$ cat src/rtl/link_frame_gen.sv
// link_frame_gen
// Transmit-side framer feeding the 5-word-to-2-lane DDR output interface.
// Every clock it produces one 5 x 14-bit frame. After reset or a training
// request it sends TRAIN_FRAMES training frames. It then repeats a cycle of
// one sync frame followed by (SYNC_PERIOD-1) data frames. A data frame carries
// user payload, a ramp test pattern or a constant pattern, depending on the
// mode latched during the preceding sync frame.
//
// Ports:
//   clk           single clock, also the word clock of the DDR interface
//   reset         synchronous, active-high
//   train_req     single-cycle request to restart training
//   mode          0=payload, 1=ramp, 2=constant TRAIN_WORD, 3=payload
//   s_data        payload frame, slot 0 transmitted first
//   s_valid       payload frame valid
//   s_ready       payload is accepted this cycle (s_valid && s_ready)
//   data_out      registered frame to the DDR interface
//   frame_marker  data_out carries a sync frame
//   training      data_out carries a training frame
//   underflow_cnt saturating count of idle-filled payload frames
//   seq_num       sequence number carried by the last sync frame sent
module link_frame_gen #(
  parameter int          TRAIN_FRAMES = 64,
  parameter int          SYNC_PERIOD  = 1024,
  parameter logic [13:0] TRAIN_WORD   = 14'h15AA,
  parameter logic [13:0] SYNC_WORD    = 14'h3E0C,
  parameter logic [13:0] IDLE_WORD    = 14'h0000
) (
  input  logic             clk,
  input  logic             reset,
  input  logic             train_req,
  input  logic [1:0]       mode,
  input  logic [4:0][13:0] s_data,
  input  logic             s_valid,
  output logic             s_ready,
  output logic [4:0][13:0] data_out,
  output logic             frame_marker,
  output logic             training,
  output logic [15:0]      underflow_cnt,
  output logic [13:0]      seq_num
);

  localparam int FC_MAX = (TRAIN_FRAMES > SYNC_PERIOD) ? TRAIN_FRAMES : SYNC_PERIOD;
  localparam int FC_W   = (FC_MAX > 1) ? $clog2(FC_MAX) : 1;

  // Last frame index of each counted state. DATA lasts SYNC_PERIOD-1 frames.
  localparam logic [FC_W-1:0] TRAIN_LAST = FC_W'(TRAIN_FRAMES - 1);
  localparam logic [FC_W-1:0] DATA_LAST  = FC_W'(SYNC_PERIOD - 2);

  typedef enum logic [1:0] {
    ST_TRAIN = 2'd0,
    ST_SYNC  = 2'd1,
    ST_DATA  = 2'd2
  } state_t;

  state_t          state_q, state_d;
  logic [FC_W-1:0] fc_q, fc_d;
  logic [13:0]     seq_q, seq_d;
  logic [13:0]     ramp_q, ramp_d;
  logic [1:0]      mode_q, mode_d;

  logic [4:0][13:0] frame_d;
  logic             marker_d;
  logic             training_d;
  logic             ready_d;
  logic [15:0]      underflow_d;
  logic [13:0]      seq_num_d;

  // State register and output registers. The frame chosen in this cycle
  // becomes visible on data_out in the next cycle.
  always_ff @(posedge clk) begin
    if (reset) begin
      state_q       <= ST_TRAIN;
      fc_q          <= '0;
      seq_q         <= '0;
      ramp_q        <= '0;
      mode_q        <= 2'd0;
      data_out      <= {5{IDLE_WORD}};
      frame_marker  <= 1'b0;
      training      <= 1'b0;
      s_ready       <= 1'b0;
      underflow_cnt <= '0;
      seq_num       <= '0;
    end else begin
      state_q       <= state_d;
      fc_q          <= fc_d;
      seq_q         <= seq_d;
      ramp_q        <= ramp_d;
      mode_q        <= mode_d;
      data_out      <= frame_d;
      frame_marker  <= marker_d;
      training      <= training_d;
      s_ready       <= ready_d;
      underflow_cnt <= underflow_d;
      seq_num       <= seq_num_d;
    end
  end

  // Next-state and frame selection.
  always_comb begin
    state_d     = state_q;
    fc_d        = fc_q;
    seq_d       = seq_q;
    ramp_d      = ramp_q;
    mode_d      = mode_q;
    frame_d     = {5{IDLE_WORD}};
    marker_d    = 1'b0;
    training_d  = 1'b0;
    underflow_d = underflow_cnt;
    seq_num_d   = seq_num;

    case (state_q)
      ST_TRAIN: begin
        frame_d    = {5{TRAIN_WORD}};
        training_d = 1'b1;
        if (fc_q == TRAIN_LAST) begin
          state_d = ST_SYNC;
          fc_d    = '0;
        end else begin
          fc_d = fc_q + 1'b1;
        end
      end

      ST_SYNC: begin
        // Slot 3 reports the mode sampled now. That mode governs the
        // data period that follows this sync frame.
        frame_d[0] = SYNC_WORD;
        frame_d[1] = ~SYNC_WORD;
        frame_d[2] = seq_q;
        frame_d[3] = {12'b0, mode};
        frame_d[4] = SYNC_WORD;
        marker_d   = 1'b1;
        seq_d      = seq_q + 14'd1;
        seq_num_d  = seq_q;
        mode_d     = mode;
        state_d    = ST_DATA;
        fc_d       = '0;
      end

      ST_DATA: begin
        case (mode_q)
          2'd1: begin
            // The ramp continues across sync frames and wraps at 2^14.
            for (int k = 0; k < 5; k++) begin
              frame_d[k] = ramp_q + 14'(k);
            end
            ramp_d = ramp_q + 14'd5;
          end
          2'd2: begin
            frame_d = {5{TRAIN_WORD}};
          end
          default: begin
            if (s_valid) begin
              frame_d = s_data;
            end else if (underflow_cnt != 16'hFFFF) begin
              underflow_d = underflow_cnt + 16'd1;
            end
          end
        endcase
        if (fc_q == DATA_LAST) begin
          state_d = ST_SYNC;
          fc_d    = '0;
        end else begin
          fc_d = fc_q + 1'b1;
        end
      end

      default: begin
        state_d = ST_TRAIN;
        fc_d    = '0;
      end
    endcase

    // A training request overrides whatever follows the current frame.
    // The current frame still completes, so an accepted payload is not lost.
    if (train_req) begin
      state_d = ST_TRAIN;
      fc_d    = '0;
    end

    // s_ready is high exactly in the cycles that choose a payload-mode data frame.
    ready_d = (state_d == ST_DATA) && ((mode_d == 2'd0) || (mode_d == 2'd3));
  end

endmodule
$ cat config.mk
export PLATFORM = sky130hd
export DESIGN_NAME = link_frame_gen
export DESIGN_NICKNAME = d
export VERILOG_FILES = /design/src/rtl/link_frame_gen.sv
export SDC_FILE = /design/constraint.sdc
export NUM_CORES = 1
export LEC_CHECK = 0
export CAP_MARGIN = 20
export CORE_MARGIN = 1
export CORE_UTILIZATION = 53
export CTS_CLUSTER_SIZE = 30
export DETAILED_ROUTE_END_ITERATION = 8
export PLACE_DENSITY = 0.89
export SKIP_CTS_REPAIR_TIMING = 1
export SYNTH_ARGS = -nofsm -noshare
export SYNTH_HDL_FRONTEND = slang
export SYNTH_SLANG_ARGS = --single-unit
$ cat constraint.sdc
create_clock -name clk -period 6.65 [get_ports clk]
set_input_delay 0.9975 -clock clk [delete_from_list [all_inputs] [get_ports clk]]
set_output_delay 0.9975 -clock clk [all_outputs]
set_load 0.005 [all_outputs]
==> impl_metrics.csv <==
group,metric,value,unit
hold_path,min-delay-path-class,"flip-flop to flip-flop",
sta,final_min_period_over_clock_period,0.4805,
layout,layout.cells.most_common,"sky130_fd_sc_hd__clkdlybuf4s50_1",
detailed_routing,wire_per_inst,17.44,um
pwr,power.density_cell_area,212.6,mW/mm^2
pwr,irDropWorstVdd,172.0,uV
placement,hpwl,14090,um
sta,finalHoldViolations,0,
critical_path,critPathKind,"input pin to flip-flop",
synthesis,synthesis.nets,956,
grt,grt_start_max_net_pins,80,
detailed_routing,initialDrtViolationCount,807,
critical_path,rr_endpoint,"data_out[26]",
detailed_routing,postRouteAntennaNets,0,
sta,worst-slew-pin-transition,1.038,ns
layout,layout_common_cells,"sky130_fd_sc_hd__clkdlybuf4s50_1 (177), sky130_fd_sc_hd__dfxtp_1 (145), sky130_fd_sc_hd__nand2_1 (94), sky130_fd_sc_hd__a21oi_1 (72), sky130_fd_sc_hd__nor2_1 (63)",
synthesis,synth_cell_types,62,
critical_path,timing.rr.start,"mode_q[0]",
synthesis,yosys_warnings,0,
cts,clkSinkCount,145,
die,fp.dieH,117.1,um
sta,final.setup_skew,0.007582,ns
grt,grt_first_pass_wirelength,32010,um
synthesis,post_synth_inst_count,867,
critical_path,crit_chain,"clkdlybuf4s50_1, nand4bb_1, or3_1, or4_1, a21oi_1",
grt,number_of_antenna_violations_at_the_first_check_in_global_routing,0,
sta,final.min_clock_period,3.195,ns
die,chipWidth,117.1,um
status,status,"finished, final reports clean",
critical_path,critPathCapture,"underflow_cnt[12]",
die,num_rows,41,
synthesis,synthesis.area_per_instance,8.103,um^2
cts,cts_root_buffer,"sky130_fd_sc_hd__clkbuf_16",
placement,gpl.final_weighted_congestion,0.9175,
placement,port-buffer-count,178,
cts,clock_latency,0.43,ns
cts,cts.reportedPaths.clkPinSlew,0.06,ns
layout,area_delta_synth_final,34.09,%
critical_path,crit_arrival,3.54,ns
pwr,design_power_total,2003,uW
sta,clock.fmax,313.0,MHz
layout,multi_input_area,0.003767,mm^2
layout,fillCellCount,923,
cts,cts_made_buffers,17,
sta,max-slew-margin-rel,0.3066,
cts,htreeDepth,4,
synthesis,ys.flop_type,"sky130_fd_sc_hd__dfxtp_1",
layout,ff_latch_area,0.002903,mm^2
detailed_routing,detail_route.vias_per_cell,5.987,
die,effective_utilization_at_floorplan,0.5500,
critical_path,setup.worst_path.start,"s_valid",
critical_path,slowest_delay,0.70,ns
synthesis,netlist_area,0.007025,mm^2
cts,cts_tree,"yes",
synthesis,flops_latches_synth,145,
sta,slew_violations,0,
layout,share_of_post_route_cells_with_drive_strength_above_1,0.04447,
die,design.die.area,0.01372,mm^2
detailed_routing,vias,7089,
synthesis,asyncSetResetFlopFracSynth,0,
layout,net_count_reported_at_finish,1091,
critical_path,crit_slowest_cell,"sky130_fd_sc_hd__clkdlybuf4s50_1",
critical_path,nature_of_the_critical_path_startpoint,"input pin",
sta,grt_setup_unrepaired,"false",
die,core_area,0.01277,mm^2
layout,antenna_cells,0,
die,io-pin-count,179,
detailed_routing,drc_errors,0,
cts,clockBufferDepth,2,
detailed_routing,routed_wirelength,20640,um
critical_path,timing.reg2reg.worst_path_depth,7,
sta,timing.setup.tns,0,ns
grt,global_route.usage.total,0.3047,
pwr,p_leak,0.003197,uW
sta,timing.final.setup_violations,0,
critical_path,critical_path.max_fanout,14,
critical_path,r2r_slack,3.62,ns
synthesis,synth_seq_area_share,0.4132,
critical_path,setup.worst_path.end_class,"flip-flop",
run,timing.max_cap.violations,0,
synthesis,synth_enable_flop_cells,0,
grt,overflow,0,
detailed_routing,drt_first_pass_iters,7,
grt,first_global_vias,6411,
critical_path,required_time_reported_for_the_critical_path_endpoint,6.99,ns
[layout make-up]
| class | count | share of cell area |
|---|---|---|
| multi-input combinational | 629 | 0.3999 |
| inverter | 24 | 0.009563 |
| tap | 172 | 0.02284 |
| sequential | 145 | 0.3081 |
| timing repair buffer | 185 | 0.1946 |
| clock inverter | 5 | 0.01063 |
| clock buffer | 24 | 0.05432 |
[flip-flops by register name (all words and copies together) (netlist names)]
signal / cells
data_out: 70
underflow_cnt: 16
ramp_q: 14
seq_num: 14
seq_q: 14
fc_q: 10
mode_q: 2
state_q: 2
frame_marker: 1
s_ready: 1
training: 1
[power by group]
| group | switching [uW] | internal (uW) |
|---|---|---|
| registers | 4.29 | 883 |
| logic | 48.2 | 75.3 |
| clock network | 349 | 642 |
| total | 402 | 1600 |
[kinds of logic (layout without fill, tap and decap cells)]
| family | count (synthesis) | in the layout | synth area share |
|---|---|---|---|
| buffers and inverters | 93 | 238 | 0.05058 |
| adder cells (fa/ha/maj) | 13 | 13 | 0.02315 |
| AND/OR/NAND/NOR | 329 | 329 | 0.2342 |
| flip-flops | 145 | 145 | 0.4132 |
| AO/OA/AOI/OAI | 218 | 218 | 0.1916 |
| multiplexers | 5 | 5 | 0.007480 |
| XOR/XNOR | 64 | 64 | 0.07979 |
[worst min path at each step]
| stage | from | endpoint | slack, ns | depth (start not counted) |
|---|---|---|---|---|
| final | seq_num[2] | seq_num[2] | 0.46 | 2 |
| after global routing | seq_num[9] | seq_num[9] | 0.49 | 2 |
| after CTS | seq_num[11] | seq_num[11] | 0.47 | 2 |
| after detailed placement | seq_num[11] | seq_num[11] | 0.45 | 2 |
| after global placement | seq_num[9] | seq_num[9] | 0.45 | 2 |
| after floorplan | fc_q[0] | fc_q[0] | 0.44 | 1 |
[synthesized netlist by cell type, drive strengths merged, types with 5 or more instances]
master	n	area share
a211oi	7	0.0075
a21oi	72	0.051
a22oi	12	0.013
a31oi	7	0.0062
and3	7	0.0062
and4	5	0.0062
buf	14	0.0084
clkbuf	55	0.029
dfxtp	145	0.41
ha	13	0.023
inv	23	0.012
nand2	94	0.050
nand2b	10	0.0089
nand3	33	0.024
nand4	19	0.017
nor2	63	0.034
nor2b	15	0.013
nor3	23	0.016
nor4	17	0.015
o211ai	10	0.011
o21ai	58	0.041
o22ai	5	0.0045
o31ai	8	0.0085
or2	7	0.0062
or3	11	0.0098
or4	10	0.011
xnor2	47	0.059
xor2	17	0.021
[through the flow]
stage | util | area (um^2) | cells | worst slack [ns] | hold slack (ns)
after floorplan | - | 7025 | 867 | 4.149 | 0.4373
after global placement | 0.6887 | 8797 | 1154 | 3.053 | 0.4478
after detailed placement | 0.6887 | 8797 | 1154 | 3.045 | 0.4546
after CTS | 0.7366 | 9409 | 1183 | 3.494 | 0.4651
after global routing | 0.7375 | 9420 | 1184 | 3.311 | 0.4898
final | 0.7375 | 9420 | 1184 | 3.455 | 0.4637
[per-layer routing]
metal  vias to the layer above  part of all wire  GRT usage
met1                      3256              0.40     0.3836
met4                         0             0.037     0.1578
li1                       3355                 -          -
met2                       412              0.47     0.4947
met5                         -                 0          0
met3                        66             0.086    0.06231
[worst max-delay path, delay by kind of cell]
| family | cells | cell delay, ns |
|---|---|---|
| buf+inv | 1 | 0.70 |
| compound gates | 1 | 0.16 |
| simple gates | 3 | 1.68 |
Note: power is estimated with default switching activity, not from simulation.
